--- src/rtl/mem_port_arbiter.sv ---
// ---------------------------------------------------------------------------
// mem_port_arbiter
//   Two-to-one arbiter that lets the I-cache and D-cache miss ports share one
//   slow memory port. An access is never split: once a side is granted it owns
//   the memory port until mem_ready_i. After every completed access there is
//   one GAP cycle with mem_read_o/mem_write_o low, so the memory never sees the
//   previous request still asserted and takes it for a new one.
//
//   Arbitration on a tie: round-robin against the last granted side (after
//   reset D wins the first tie). Defining the macro FIXED_PRIO_EN makes every
//   tie go to D instead.
//
//   A watchdog counts BUSY cycles without mem_ready_i and sets the sticky
//   err_timeout_o when the count reaches TIMEOUT_CYC (0 disables it). The FSM
//   is not released by a timeout; only rst_i recovers it.
//
// Parameters
//   ADDR_W       line-address width
//   DATA_W       line width in bits
//   TIMEOUT_CYC  watchdog limit in cycles, 0 = off (max 1023)
//
// Ports
//   clk_i, rst_i                    clock, synchronous active-high reset
//   i_read_i/i_write_i/i_addr_i/i_wdata_i   I-cache request (held until ready)
//   i_rdata_o, i_ready_o            I-cache read data and completion pulse
//   d_*                             same for the D-cache side
//   mem_read_o/mem_write_o/mem_addr_o/mem_wdata_o   to slow memory
//   mem_rdata_i, mem_ready_i        from slow memory (ready: 1-cycle pulse)
//   err_timeout_o                   sticky watchdog flag
// ---------------------------------------------------------------------------
module mem_port_arbiter #(
    parameter int ADDR_W      = 28,
    parameter int DATA_W      = 128,
    parameter int TIMEOUT_CYC = 1023
) (
    input  logic              clk_i,
    input  logic              rst_i,
    input  logic              i_read_i,
    input  logic              i_write_i,
    input  logic [ADDR_W-1:0] i_addr_i,
    input  logic [DATA_W-1:0] i_wdata_i,
    output logic [DATA_W-1:0] i_rdata_o,
    output logic              i_ready_o,
    input  logic              d_read_i,
    input  logic              d_write_i,
    input  logic [ADDR_W-1:0] d_addr_i,
    input  logic [DATA_W-1:0] d_wdata_i,
    output logic [DATA_W-1:0] d_rdata_o,
    output logic              d_ready_o,
    output logic              mem_read_o,
    output logic              mem_write_o,
    output logic [ADDR_W-1:0] mem_addr_o,
    output logic [DATA_W-1:0] mem_wdata_o,
    input  logic [DATA_W-1:0] mem_rdata_i,
    input  logic              mem_ready_i,
    output logic              err_timeout_o
);

    typedef enum logic [1:0] {
        IDLE   = 2'd0,
        BUSY_I = 2'd1,
        BUSY_D = 2'd2,
        GAP    = 2'd3
    } state_e;

    localparam logic [9:0] WD_LIMIT = 10'(TIMEOUT_CYC);

    state_e     state_q, state_d;
    logic       last_gnt_q, last_gnt_d;   // 0 = I, 1 = D
    logic [9:0] wd_cnt_q, wd_cnt_d;
    logic       err_q, err_d;

    logic i_req, d_req, tie_to_d, grant_d, busy;

    assign i_req = i_read_i | i_write_i;
    assign d_req = d_read_i | d_write_i;
    assign busy  = (state_q == BUSY_I) || (state_q == BUSY_D);

`ifdef FIXED_PRIO_EN
    // D-cache misses stall the pipe longer, so D always wins a tie.
    // last_gnt is still tracked but plays no part in the choice.
    assign tie_to_d = 1'b1;
`else
    // Round-robin: on a tie the side that was not served last wins.
    assign tie_to_d = ~last_gnt_q;
`endif

    assign grant_d = d_req & (~i_req | tie_to_d);

    // State register
    always_ff @(posedge clk_i) begin
        if (rst_i) begin
            state_q    <= IDLE;
            last_gnt_q <= 1'b0;
            wd_cnt_q   <= '0;
            err_q      <= 1'b0;
        end else begin
            state_q    <= state_d;
            last_gnt_q <= last_gnt_d;
            wd_cnt_q   <= wd_cnt_d;
            err_q      <= err_d;
        end
    end

    // Next-state logic
    always_comb begin
        state_d    = state_q;
        last_gnt_d = last_gnt_q;
        case (state_q)
            IDLE, GAP: begin
                if (i_req || d_req) state_d = grant_d ? BUSY_D : BUSY_I;
                else                state_d = IDLE;
            end
            BUSY_I: begin
                if (mem_ready_i) begin
                    state_d    = GAP;
                    last_gnt_d = 1'b0;
                end
            end
            BUSY_D: begin
                if (mem_ready_i) begin
                    state_d    = GAP;
                    last_gnt_d = 1'b1;
                end
            end
            default: state_d = IDLE;
        endcase
    end

    // Watchdog: the count is held at zero outside BUSY, which gives the
    // clear-on-entry behaviour. It saturates so it can never wrap back
    // below the limit.
    always_comb begin
        wd_cnt_d = wd_cnt_q;
        err_d    = err_q;
        if (!busy) begin
            wd_cnt_d = '0;
        end else if (!mem_ready_i && (wd_cnt_q != 10'h3FF)) begin
            wd_cnt_d = wd_cnt_q + 10'd1;
        end
        if ((TIMEOUT_CYC != 0) && busy && !mem_ready_i && (wd_cnt_d == WD_LIMIT))
            err_d = 1'b1;
    end

    // Output logic
    always_comb begin
        mem_read_o  = 1'b0;
        mem_write_o = 1'b0;
        mem_addr_o  = '0;
        mem_wdata_o = '0;
        i_ready_o   = 1'b0;
        d_ready_o   = 1'b0;
        case (state_q)
            BUSY_I: begin
                mem_read_o  = i_read_i;
                mem_write_o = i_write_i;
                mem_addr_o  = i_addr_i;
                mem_wdata_o = i_wdata_i;
                i_ready_o   = mem_ready_i;
            end
            BUSY_D: begin
                mem_read_o  = d_read_i;
                mem_write_o = d_write_i;
                mem_addr_o  = d_addr_i;
                mem_wdata_o = d_wdata_i;
                d_ready_o   = mem_ready_i;
            end
            default: ;
        endcase
    end

    // Read data is broadcast; the caches qualify it with their ready.
    assign i_rdata_o     = mem_rdata_i;
    assign d_rdata_o     = mem_rdata_i;
    assign err_timeout_o = err_q;

endmodule

--- config.mk ---
export PLATFORM = sky130hd
export DESIGN_NAME = mem_port_arbiter
export DESIGN_NICKNAME = d
export VERILOG_FILES = /design/src/rtl/mem_port_arbiter.sv
export SDC_FILE = /design/constraint.sdc
export NUM_CORES = 1
export LEC_CHECK = 0
export CORE_AREA = 5 5 337 339
export DETAILED_ROUTE_END_ITERATION = 7
export DIE_AREA = 0 0 342 344
export GPL_TIMING_DRIVEN = 0
export HOLD_SLACK_MARGIN = 0.12
export PLACE_DENSITY = 0.3
export SKIP_CTS_REPAIR_TIMING = 1
export SYNTH_ARGS = -nofsm -noshare
export SYNTH_HDL_FRONTEND = slang
export SYNTH_SLANG_ARGS = --single-unit
export TNS_END_PERCENT = 5
--- constraint.sdc ---
create_clock -name clk_i -period 1.7 [get_ports clk_i]
set_input_delay 0.17 -clock clk_i [delete_from_list [all_inputs] [get_ports clk_i]]
set_output_delay 0.17 -clock clk_i [all_outputs]
set_load 0.1 [all_outputs]
## After elaboration in Yosys (flattened, before gate mapping)

Index checks and enable logic that the tools add are counted.

- Flip-flop bits (word level): 14
- Input port bits: 447
- Output and inout port bits: 417
- Word-level logic and storage cells: 45

- Add/sub/neg operators: 1
- Equality and inequality tests: 8
- Muxes and demuxes: 15
- Bitwise gates (word level): 6
- Reduce and logical (&&, ||, !) cells: 11

Operator list:

| operator | number |
|---|---|
| 128-bit case mux with 2 select lines | 1 |
| 28-bit case mux with 2 select lines | 1 |
| 10-bit 2-to-1 mux | 2 |
| 10-bit by 1-bit adder with 10-bit output (second input constant) | 1 |
| 10-bit == test (second input constant) | 1 |
| 10-bit inequality test (second input constant) | 1 |
| 2-bit 2-to-1 mux | 3 |
| 1-bit case mux with 2 select lines | 3 |
| 2-bit == test (second input constant) | 2 |
| 1-bit 2-to-1 mux | 4 |
| 2-bit inequality test (second input constant) | 2 |
| 2-bit case mux with 2 select lines | 1 |
| 2-bit OR reduction | 2 |
| 1-bit logical AND | 3 |
| 1-bit bitwise OR | 3 |
| 3-bit AND reduction | 1 |
| 2-bit by 1-bit == test with 1-bit output (second input constant) | 1 |
| 2-bit zero test | 1 |
| 1-bit logical OR | 2 |
| 2-bit by 1-bit inequality test with 1-bit output (second input constant) | 1 |
| 1-bit NOT | 2 |
| 2-bit nonzero test | 1 |
| 1-bit bitwise AND | 1 |
| 1-bit zero test | 1 |

## Depth between registers and ports, before layout

Gate-level depths: netlist of the first run.

- Depth in word-level cells: 7
- Depth in mapped cells: 7
- Depth with buffers taken out: 6

## Worst setup path after synthesis of the first run

No wires, ideal clock.

- Path kind: reg-to-output
- From: register state_q[0]
- To: output port mem_wdata_o[110]
- Data arrival time: 2.612 ns
- Data required time: 1.530 ns
- Slack: -1.082 ns
- Stages on the path, launching flop included: 8
- Path buffers: 3
- Path through: dfxtp_1 inv_1 ha_1 clkbuf_1 clkbuf_1 buf_1 a22oi_1 nor2_1

- Cells in the longest elaborated chain, start to end: 2
- Elaborated cells on any way between the ends: 3
- Those cells by class: 2 x eq/ne; 1 x mux

Ends and longest elaborated chain:

| what | line | RTL |
|---|---|---|
| start: declaration | 68 | `state_e state_q, state_d;` |
| start signal: assignment | 98 | `state_q <= state_d;` |
| 2-bit == test or 2-bit by 1-bit == test with 1-bit output (tied branches) | 153 | `case (state_q)` |
| 128-bit case mux with 2 select lines * | 153 |  |
| end: declaration | 53 | `output logic [DATA_W-1:0] mem_wdata_o,` |

Mark *: on every way between the ends. The rest lies on a longest branch, timed or not.

## Worst setup path after layout of the first run

- From: register state_q[1]
- To: output port mem_wdata_o[53]

The elaborated chain is that of the path after synthesis.

==> results of run 1 <==
[how the worst max path moves through the flow]
stage,startpoint,end
floorplan,state_q[1]$_SDFFE_PP0N_,mem_wdata_o[101]
global placement,state_q[1]$_SDFFE_PP0N_,mem_wdata_o[51]
detailed placement,state_q[1]$_SDFFE_PP0N_,mem_wdata_o[51]
CTS,state_q[1]$_SDFFE_PP0N_,mem_wdata_o[51]
global route,state_q[0]$_SDFFE_PP0N_,mem_wdata_o[51]
finish,state_q[1]$_SDFFE_PP0N_,mem_wdata_o[53]
[cell families after synthesis]
| family | after synthesis | synth area share (%) |
|---|---|---|
| muxes | 2 | 0.556 |
| buffers and inverters | 317 | 46.0 |
| and+or+nand+nor | 200 | 18.0 |
| adders and majority gates | 3 | 0.795 |
| AOI/OAI and AO/OA | 177 | 27.9 |
| xor gates and xnor gates | 4 | 0.742 |
| DFF | 14 | 5.93 |
[per-layer routing]
| layer | track usage [%] | vias to the layer above | wire, um |
|---|---|---|---|
| li1 | - | 3743 | - |
| met1 | 12.4 | 3715 | 27200 |
| met2 | 16.5 | 473 | 31700 |
| met3 | 4.38 | 43 | 6620 |
| met4 | 1.84 | 12 | 1100 |
| met5 | 0 | - | 75 |
[power groups by stage]
stage | Combinational (mW) | Sequential (mW) | Clock [mW]
2_1_floorplan | 11.8 | 0.381 | 0
3_5_place_dp | 17.3 | 0.388 | 0
3_3_place_gp | 17.3 | 0.386 | 0
5_1_grt | 20.0 | 0.398 | 0.552
4_1_cts | 17.3 | 0.381 | 0.527
6_report | 19.2 | 0.393 | 0.505
[area by class of cell]
type / instances / area share, %
timing repair buffer: 749 / 50.8
multi-input combinational: 386 / 17.6
buffer: 312 / 16.8
tap: 1488 / 12.0
sequential: 14 / 1.86
clock buffer: 4 / 0.575
antenna: 14 / 0.227
inverter: 4 / 0.0972
[sequential cells by signal, summed over array words and instances, names as in the netlist]
signal / cells
err_timeout_o: 1
wd_cnt_q: 10
state_q: 2
last_gnt_q: 1
[per-stage QoR]
stage / TNS [ns] / util, %
CTS: -323.23 / 12.9
global placement: -333.80 / 12.8
floorplan: -140.12 / -
finish: -53.36 / 14.0
global route: -68.33 / 14.0
detailed placement: -280.75 / 12.8
[worst reg2reg max path: stages (launching register included)]
cell     delay, ns
dfxtp_1       0.42
ha_1          0.26
nand2_1       0.15
nor2_1        0.19
a21oi_1       0.09
or3_2         0.47
o41ai_2       0.19
[layout by cell type, fill, tap and decap left out, types with 14 or more instances in the layout]
master / n
clkdlybuf4s50_1: 575
buf_4: 289
a22oi_1: 123
nor2_1: 116
buf_6: 60
clkbuf_4: 49
buf_12: 36
a22oi_2: 35
nor2_2: 34
nor2_4: 21
clkbuf_16: 20
diode_2: 14
==> impl_results.md, run 1 <==
- Maximum clock frequency: 458 MHz
- Buf/Inv on CP: 5
- Vias in the first global route: 8375
- Starting DRT DRC Count: 280
- Post-synth top cells: buf_4, nor2_1, a22oi_1
- Via count: 7986
- Critical path type: reg -> out
- Clock Power Share: 2.5%
- DRC Markers: 0
- Core Region: 0.110 mm2
- # fillers: 12614
- Register area share after synthesis: 5.93%
- Pre-CTS setup slack: -2.43 ns
- Flop2flop setup slack: -0.17 ns
- Worst min path class: reg -> reg
- Top Ports: 864
- Leak pwr: 5.87 nW
- CP delay by family, top: buffers and inverters
- Worst hold start: err_timeout_o$_SDFFE_PP0P_
- Reg2Reg Depth: 6
- Synthesized area: 0.00472 mm2
- Share of cells above drive strength 1: 40.8%
- Worst path slowest cell: dfxtp_4
- Root buffer cell: clkbuf_16
- Worst Setup Start Kind: flip-flop
- Gr ovfl total: 0
- YS warnings: 0
- Reg area: 288 um2
- Slew @ Worst Pin: 1.09 ns
- P&R area growth vs syn: 227%
- Violated checks: negative setup slack
- Outcome: finished with violations
- Drt pass-1 iters: 4
- Hold Slack: 0.484 ns
- WL/cell: 22.4 um
- Syn_nets: 1167
- Final Max Slew Viols: 0
- ANT nets after route: 0
- EDFF count, synth: 0
- Detailed Place HPWL: 59900 um
- Share of Yosys cell area claimed by the top area cell type: 40.7%
- All-Layer GR Usage: 10.1%
- Max-slew headroom: 26.9%
- DRT Wirelength: 66700 um
- Worst reg2reg path startpoint: wd_cnt_q[0]$_SDFF_PP0_
- NumNets Final: 1920
- Yosys top cell by area: buf_4
- Power Density: 1300 mW/mm2
- Sw frac: 69.6%
- Die area: 0.118 mm2
- Number of cells after detailed placement: 2940
- Synth unique cells: 44
- CP Depth: 8
- Largest net degree at the start of global routing: 11
- Routed vias/inst: 2.69
- Final hold viol count: 0
- Chip width: 342 um
- Starting Density: 4.29%
- Clock buffer depth: 2
- Unrepaired setup endpoints after global routing: true
- Hold depth: 2
- Worst path arrival time: 2.02 ns
- VDD IR max: 0.000364 V
- Setup crit end kind: output pin
- Int Power: 6.11 mW
- Register bit total from synthesis: 14
- Non-filler cells, final: 2971
- Worst path most repeated cell: buf_12
- Antenna violations before repair: 23
- Area of the multi-input gates: 0.00271 mm2
- Crit-path max FO: 8
- Die H: 344 um
- IO buf count: 735
- Tcrit/Tclk final: 129%
- Count leader, synth: buf_4
- Rows: 122
- Largest cells by area after synthesis: buf_4, a22oi_1, nor2_1
- Dpl cell area: 0.0141 mm2
- Clock Skew: 0.00371 ns
- Mapped Cells: 717
- GPL Wtd Cong: 0.855
- Psw: 14.0 mW
- Period minus WS final: 2.19 ns
- Max-Cap Viols: 0
- Global-route wire length before repair: 80500 um
- Synth Flop Type: dfxtp_1
- Final setup viols: 163
- Total Power: 20.1 mW
- CTS Buf Count: 3
- Async SR Flop Fraction: 0%
- Seq pwr share: 2.0%
- Hold path endpoint: err_timeout_o$_SDFFE_PP0P_
- CTS H-tree depth: 1
- Combinational Power Share: 95.5%
- Clock sinks: 14
- Fin area: 0.0155 mm2
- Required time worst endpoint: 1.53 ns
- Fin worst setup slack: -0.485 ns
- Crit Reg-Reg Endpoint: err_timeout_o$_SDFFE_PP0P_
- Clock Latency Late Sink: 0.25 ns
- CTS tree: done
- Max incr delay on CP: 0.37 ns
- Syn Area/Cell: 6.59 um2
- Worst path cell trace: inv_2 -> ha_4 -> buf_12 -> clkbuf_16 -> buf_12 -> a22oi_2 -> nor2_1 -> buf_6
- Clock slew at reported path FFs: 0.05 ns
(Power assumes the default switching activity.)
==> inputs of run 2 (changes only) <==
--- a/config.mk
+++ b/config.mk
@@ -6,6 +6,7 @@
 export NUM_CORES = 1
 export LEC_CHECK = 0
 export CORE_AREA = 5 5 337 339
+export CTS_BUF_LIST = sky130_fd_sc_hd__clkbuf_4
 export DETAILED_ROUTE_END_ITERATION = 7
 export DIE_AREA = 0 0 342 344
 export GPL_TIMING_DRIVEN = 0
==> run 2 against run 1 <==
The flow still finishes with violations (negative setup slack). Setup slack got worse by 0.031 ns. Sequential cell count is the same. Sequential power barely moved. Highest routed layer unchanged.
==> impl_results.md, run 2 (synthesis results as in run 1) <==
- Outcome: finished with violations
- Violated checks: negative setup slack
- Hold path endpoint: err_timeout_o$_SDFFE_PP0P_
- Detailed Place HPWL: 59900 um (unchanged)
- Top Ports: 864 (unchanged)
- DRT Wirelength: 66700 um (about the same)
- Hold Slack: 0.494 ns (+0.00990 ns)
- Largest net degree at the start of global routing: 11 (unchanged)
- Clock buffer depth: 2 (unchanged)
- Maximum clock frequency: 451 MHz (-1.4%)
- Root buffer cell: clkbuf_4
- CTS tree: done
- Leak pwr: 5.84 nW (-0.49%)
- Worst path cell trace: inv_2 -> ha_4 -> buf_12 -> clkbuf_16 -> buf_12 -> a22oi_2 -> nor2_4 -> buf_12
- Max FFs per register: 10 (unchanged)
- DRC Markers: 0 (unchanged)
- Clock slew at reported path FFs: 0.09 ns (+0.04 ns)
- Worst hold start: err_timeout_o$_SDFFE_PP0P_
- WL/cell: 22.4 um (-0.14%)
- Max-slew headroom: 26.9% (unchanged)
- Period minus WS final: 2.22 ns (+0.0307 ns)
- Max incr delay on CP: 0.38 ns (about the same)
- Flop2flop setup slack: -0.19 ns (-0.02 ns)
- Worst Setup Start Kind: flip-flop
- All-Layer GR Usage: 10.1% (about the same)
- Buf/Inv on CP: 5 (unchanged)
- Seq pwr share: 2.0% (about the same)
- Gr ovfl total: 0 (unchanged)
- Crit-path max FO: 8 (unchanged)
- Final setup viols: 163 (unchanged)
- Max-Cap Viols: 0 (unchanged)
- Sw frac: 70.6% (+0.90 points)
- Die area: 0.118 mm2 (unchanged)
- Unrepaired setup endpoints after global routing: true
- CP delay by family, top: buffers and inverters
- Reg2Reg Depth: 6 (unchanged)
- Int Power: 5.84 mW (-4.5%)
- Clock Power Share: 1.0% (-1.5 points)
- Starting DRT DRC Count: 285 (+1.8%)
- Clock Skew: 0.00616 ns (+0.00245 ns)
- CTS Buf Count: 3 (unchanged)
- Vias in the first global route: 8377 (+0.024%)
- Pre-CTS setup slack: -2.43 ns (unchanged)
- P&R area growth vs syn: 226%
- Commonest cells after routing, fill and taps aside: clkdlybuf4s50_1, buf_4, a22oi_1
- Tcrit/Tclk final: 130% (+1.8 points)
- NumNets Final: 1920 (unchanged)
- Crit Reg-Reg Endpoint: err_timeout_o$_SDFFE_PP0P_
- Final hold viol count: 0 (unchanged)
- Critical path type: reg -> out
- Starting Density: 4.29% (unchanged)
- Power Density: 1290 mW/mm2 (-1.2%)
- Chip width: 342 um (unchanged)
- Required time worst endpoint: 1.53 ns (about the same)
- Worst reg2reg path startpoint: wd_cnt_q[0]$_SDFF_PP0_
- Rows: 122 (unchanged)
- Biggest register: wd_cnt_q
- Share of cells above drive strength 1: 40.7% (-0.068 points)
- Via count: 7974 (-0.15%)
- Drt pass-1 iters: 4 (unchanged)
- Worst path slowest cell: dfxtp_4
- Clock sinks: 14 (unchanged)
- Largest registers: wd_cnt_q: 10 flops, state_q: 2 flops
- GPL Wtd Cong: 0.855 (unchanged)
- Antenna violations before repair: 24 (+4.3%)
- Total Power: 19.8 mW (-1.5%)
- Hold depth: 2 (unchanged)
- Core Region: 0.110 mm2 (unchanged)
- # fillers: 12619 (+0.040%)
- Crit path from: state_q[1]$_SDFFE_PP0N_
- Routed vias/inst: 2.68 (-0.25%)
- IO buf count: 735 (unchanged)
- ANT nets after route: 0 (unchanged)
- Fin worst setup slack: -0.516 ns (-0.0307 ns)
- Combinational Power Share: 97.0% (+1.5 points)
- Commonest non-fill, non-tap cell in the layout: clkdlybuf4s50_1
- Clock Latency Late Sink: 0.29 ns (+0.04 ns)
- Worst min path class: reg -> reg
- Global-route wire length before repair: 80400 um (about the same)
- Slew @ Worst Pin: 1.09 ns (unchanged)
- Worst path arrival time: 2.05 ns (+0.03 ns)
- Final Max Slew Viols: 0 (unchanged)
- Psw: 14.0 mW (-0.26%)
- Setup crit end kind: output pin
- Worst path most repeated cell: buf_12
- VDD IR max: 0.000359 V (-1.3%)
- CTS H-tree depth: 1 (unchanged)
- Die H: 344 um (unchanged)
run 2: layout make-up:
cell class	count	area [um2]	area share (%)
flip-flops and latches	14	288	1.87
inverters	4	15.0	0.0975
repair buffers	749	7850	51.0
plain buffers	312	2600	16.9
multi-input cells	386	2710	17.6
well taps	1488	1860	12.1
clock inverters	1	3.75	0.0244
diodes	17	42.5	0.276
clock buffers	3	22.5	0.146
run 2: how the worst max path moves through the flow:
stage | slack [ns] | cells after the start | end
2_1_floorplan | -1.04 | 6 | mem_wdata_o[101]
4_1_cts | -2.76 | 7 | mem_wdata_o[51]
3_5_place_dp | -2.43 | 7 | mem_wdata_o[51]
3_3_place_gp | -2.96 | 7 | mem_wdata_o[51]
6_report | -0.52 | 8 | mem_wdata_o[51]
5_1_grt | -0.59 | 8 | mem_wdata_o[51]
run 2: routing by layer:
metal  GRT usage, %  vias up  share of wire, %
met1           12.4     3711                40
met5              0        -              0.11
met4           1.84       12               1.7
met3           4.38       41                11
li1               -     3742                 -
met2           16.5      468                47
run 2: through the flow:
step | util (%) | area (um2) | std cells | setup TNS, ns
after floorplan | - | 4920 | 717 | -140.12
after global placement | 12.8 | 14100 | 2940 | -333.80
after detailed placement | 12.8 | 14100 | 2940 | -280.75
after CTS | 12.9 | 14200 | 2944 | -334.63
after global routing | 14.0 | 15400 | 2961 | -80.88
final | 14.0 | 15400 | 2974 | -62.02
run 2: power by group through the flow:
stage	sequential (mW)	combinational [mW]	clock (mW)
2_1_floorplan	0.381	11.8	0
3_5_place_dp	0.388	17.3	0
4_1_cts	0.381	17.3	0.229
5_1_grt	0.397	20.0	0.247
3_3_place_gp	0.386	17.3	0
6_report	0.393	19.2	0.206
run 2: worst reg2reg max path, cell delays in order, from the launching register on:
cell	delay, ns
dfxtp_1	0.45
ha_1	0.27
nand2_1	0.15
nor2_1	0.19
a21oi_1	0.09
or3_2	0.47
o41ai_2	0.19
==> inputs of run 3 (changes only) <==
--- a/config.mk
+++ b/config.mk
@@ -12,6 +12,8 @@
 export GPL_TIMING_DRIVEN = 0
 export HOLD_SLACK_MARGIN = 0.12
 export PLACE_DENSITY = 0.3
+export RECOVER_POWER = 25
+export SETUP_SLACK_MARGIN = 0.02
 export SKIP_CTS_REPAIR_TIMING = 1
 export SYNTH_ARGS = -nofsm -noshare
 export SYNTH_HDL_FRONTEND = slang
==> run 3 against run 2 <==
The flow still finishes with violations (negative setup slack). Sequential share of layout area grew 0.081 points. Non-clock buffer count shrank 12. Combinational power shrank 6%. Die area is the same. Wire length shrank 0.50%. Setup slack lost 0.063 ns. Global-route usage grew 0.25 points. Register-to-register slack gained 0.05 ns. Critical path type unchanged. Critical endpoint is now mem_wdata_o[85].
==> impl_results.md, run 3 (synthesis results as in run 1) <==
- Outcome: finished with violations
- Violated checks: negative setup slack
- Clock buffer depth: 2 (unchanged)
- IO buf count: 735 (unchanged)
- Commonest non-fill, non-tap cell in the layout: clkdlybuf4s50_1
- Root buffer cell: clkbuf_4
- Pre-CTS setup slack: -3.33 ns (-0.897 ns)
- Max FFs per register: 10 (unchanged)
- All-Layer GR Usage: 10.3% (+0.25 points)
- Power Density: 1280 mW/mm2 (-0.84%)
- Period minus WS final: 2.28 ns (+0.0634 ns)
- Largest registers: wd_cnt_q: 10 flops, state_q: 2 flops
- Largest net degree at the start of global routing: 11 (unchanged)
- DRT Wirelength: 66300 um (-0.50%)
- Drt pass-1 iters: 4 (unchanged)
- Clock Latency Late Sink: 0.28 ns (about the same)
- Die H: 344 um (unchanged)
- Rows: 122 (unchanged)
- Clock sinks: 14 (unchanged)
- Global-route wire length before repair: 83000 um (+3.2%)
- Required time worst endpoint: 1.53 ns (about the same)
- Detailed Place HPWL: 61700 um (+3.0%)
- Worst path arrival time: 2.11 ns (+0.06 ns)
- Starting Density: 4.29% (unchanged)
- Crit-path max FO: 11 (+3)
- Top Ports: 864 (unchanged)
- Final Max Slew Viols: 0 (unchanged)
- Clock Skew: 0.00247 ns (-0.00369 ns)
- Leak pwr: 5.61 nW (-4.0%)
- Max-Cap Viols: 0 (unchanged)
- Setup crit end kind: output pin
- Commonest cells after routing, fill and taps aside: clkdlybuf4s50_1, buf_4, a22oi_1
- Biggest register: wd_cnt_q
- Critical path type: reg -> out
- Slew @ Worst Pin: 1.06 ns (-0.0309 ns)
- Final setup viols: 163 (unchanged)
- Vias in the first global route: 8595 (+2.6%)
- Routed vias/inst: 2.69 (+0.16%)
- Max-slew headroom: 29.0% (+2.1 points)
- GPL Wtd Cong: 0.876 (+2.6%)
- Unrepaired setup endpoints after global routing: true
- Clock slew at reported path FFs: 0.09 ns (about the same)
- CTS tree: done
- WL/cell: 22.5 um (+0.21%)
- # fillers: 12718 (+0.78%)
- Reg area: 285 um2 (-0.87%)
- Antenna violations before repair: 16 (-33%)
- Share of cells above drive strength 1: 39.8% (-0.87 points)
- Final hold viol count: 0 (unchanged)
- Core Region: 0.110 mm2 (unchanged)
- Fin worst setup slack: -0.579 ns (-0.0634 ns)
- Starting DRT DRC Count: 301 (+5.6%)
- P&R area growth vs syn: 210%
- Gr ovfl total: 0 (unchanged)
- Die area: 0.118 mm2 (unchanged)
- Tcrit/Tclk final: 134% (+3.7 points)
- Total Power: 18.7 mW (-5.8%)
- ANT nets after route: 0 (unchanged)
- CTS H-tree depth: 1 (unchanged)
- NumNets Final: 1908 (-0.63%)
- DRC Markers: 0 (unchanged)
- Worst Setup Start Kind: flip-flop
- Via count: 7930 (-0.55%)
- Maximum clock frequency: 439 MHz (-2.8%)
- VDD IR max: 0.000371 V (+3.4%)
- Area of the multi-input gates: 0.00265 mm2 (-2.2%)
- Chip width: 342 um (unchanged)
- Worst min path class: reg -> reg
- CTS Buf Count: 3 (unchanged)
==> run 3: cell types whose count changed in the layout (fill, tap and decap cells not counted), moves of 5 or more <==
cell | previous run | this run
diode_2 | 17 | 9
buf_4 | 289 | 270
buf_2 | 9 | 15
a22oi_2 | 35 | 27
a22oi_1 | 123 | 131
buf_12 | 36 | 17
clkbuf_2 | 11 | 42
nor2_1 | 116 | 111
nor2_2 | 34 | 43
clkbuf_16 | 17 | 3
==> run 3: critical path: stages, from the launching register on <==
cell     delay, ns
dfxtp_4       0.38
inv_1         0.04
ha_1          0.18
buf_6         0.14
buf_12        0.16
buf_6         0.19
a22oi_2       0.35
nor2_4        0.12
buf_8         0.20
==> run 3: final timing paths <==
kind / slack (ns) / to / cells after the start / from
setup / recovery: -0.58 / mem_wdata_o[85] / 8 / state_q[1]$_SDFFE_PP0N_
hold / removal: 0.49 / err_timeout_o$_SDFFE_PP0P_ / 2 / err_timeout_o$_SDFFE_PP0P_
setup reg to reg: -0.14 / err_timeout_o$_SDFFE_PP0P_ / 6 / wd_cnt_q[0]$_SDFF_PP0_
hold reg to reg: 0.49 / err_timeout_o$_SDFFE_PP0P_ / 2 / err_timeout_o$_SDFFE_PP0P_
==> run 3: stage by stage <==
step / cells / hold slack, ns / TNS [ns] / utilization (%) / area [um2]
global placement: 2940 / 0.477 / -317.80 / 12.8 / 14100
floorplan: 717 / 0.235 / -137.33 / - / 4920
CTS: 2943 / 0.496 / -378.33 / 12.9 / 14200
global route: 2947 / 0.536 / -93.83 / 13.3 / 14600
detailed placement: 2940 / 0.475 / -325.16 / 12.8 / 14100
finish: 2953 / 0.490 / -75.36 / 13.3 / 14600
==> run 3: where the power goes <==
part | internal, mW | switching [mW] | leakage (nW)
Sequential | 0.357 | 0.0276 | 0.114
Combinational | 4.46 | 13.6 | 5.48
Clock | 0.0821 | 0.113 | 0.0139
Total | 4.90 | 13.8 | 5.61
==> run 3: area by class of cell <==
type                            instances  share of cell area (%)
Timing Repair Buffer                  737                    49.9
Buffer                                312                    16.9
Multi-Input combinational cell        386                    18.1
Inverter                                4                   0.103
Tap cell                             1488                    12.7
Clock buffer                            3                   0.154
Sequential cell                        14                    1.95
Antenna cell                            9                   0.154
==> run 3: per-layer routing <==
layer	vias to the layer above	GRT usage (%)	part of all wire, %	wire, um
met5	-	0	0.12	81
met4	10	0.363	0.94	624
met3	22	3.82	11	6990
met2	468	17.4	46	30700
met1	3723	13.3	42	27900
li1	3707	-	-	-
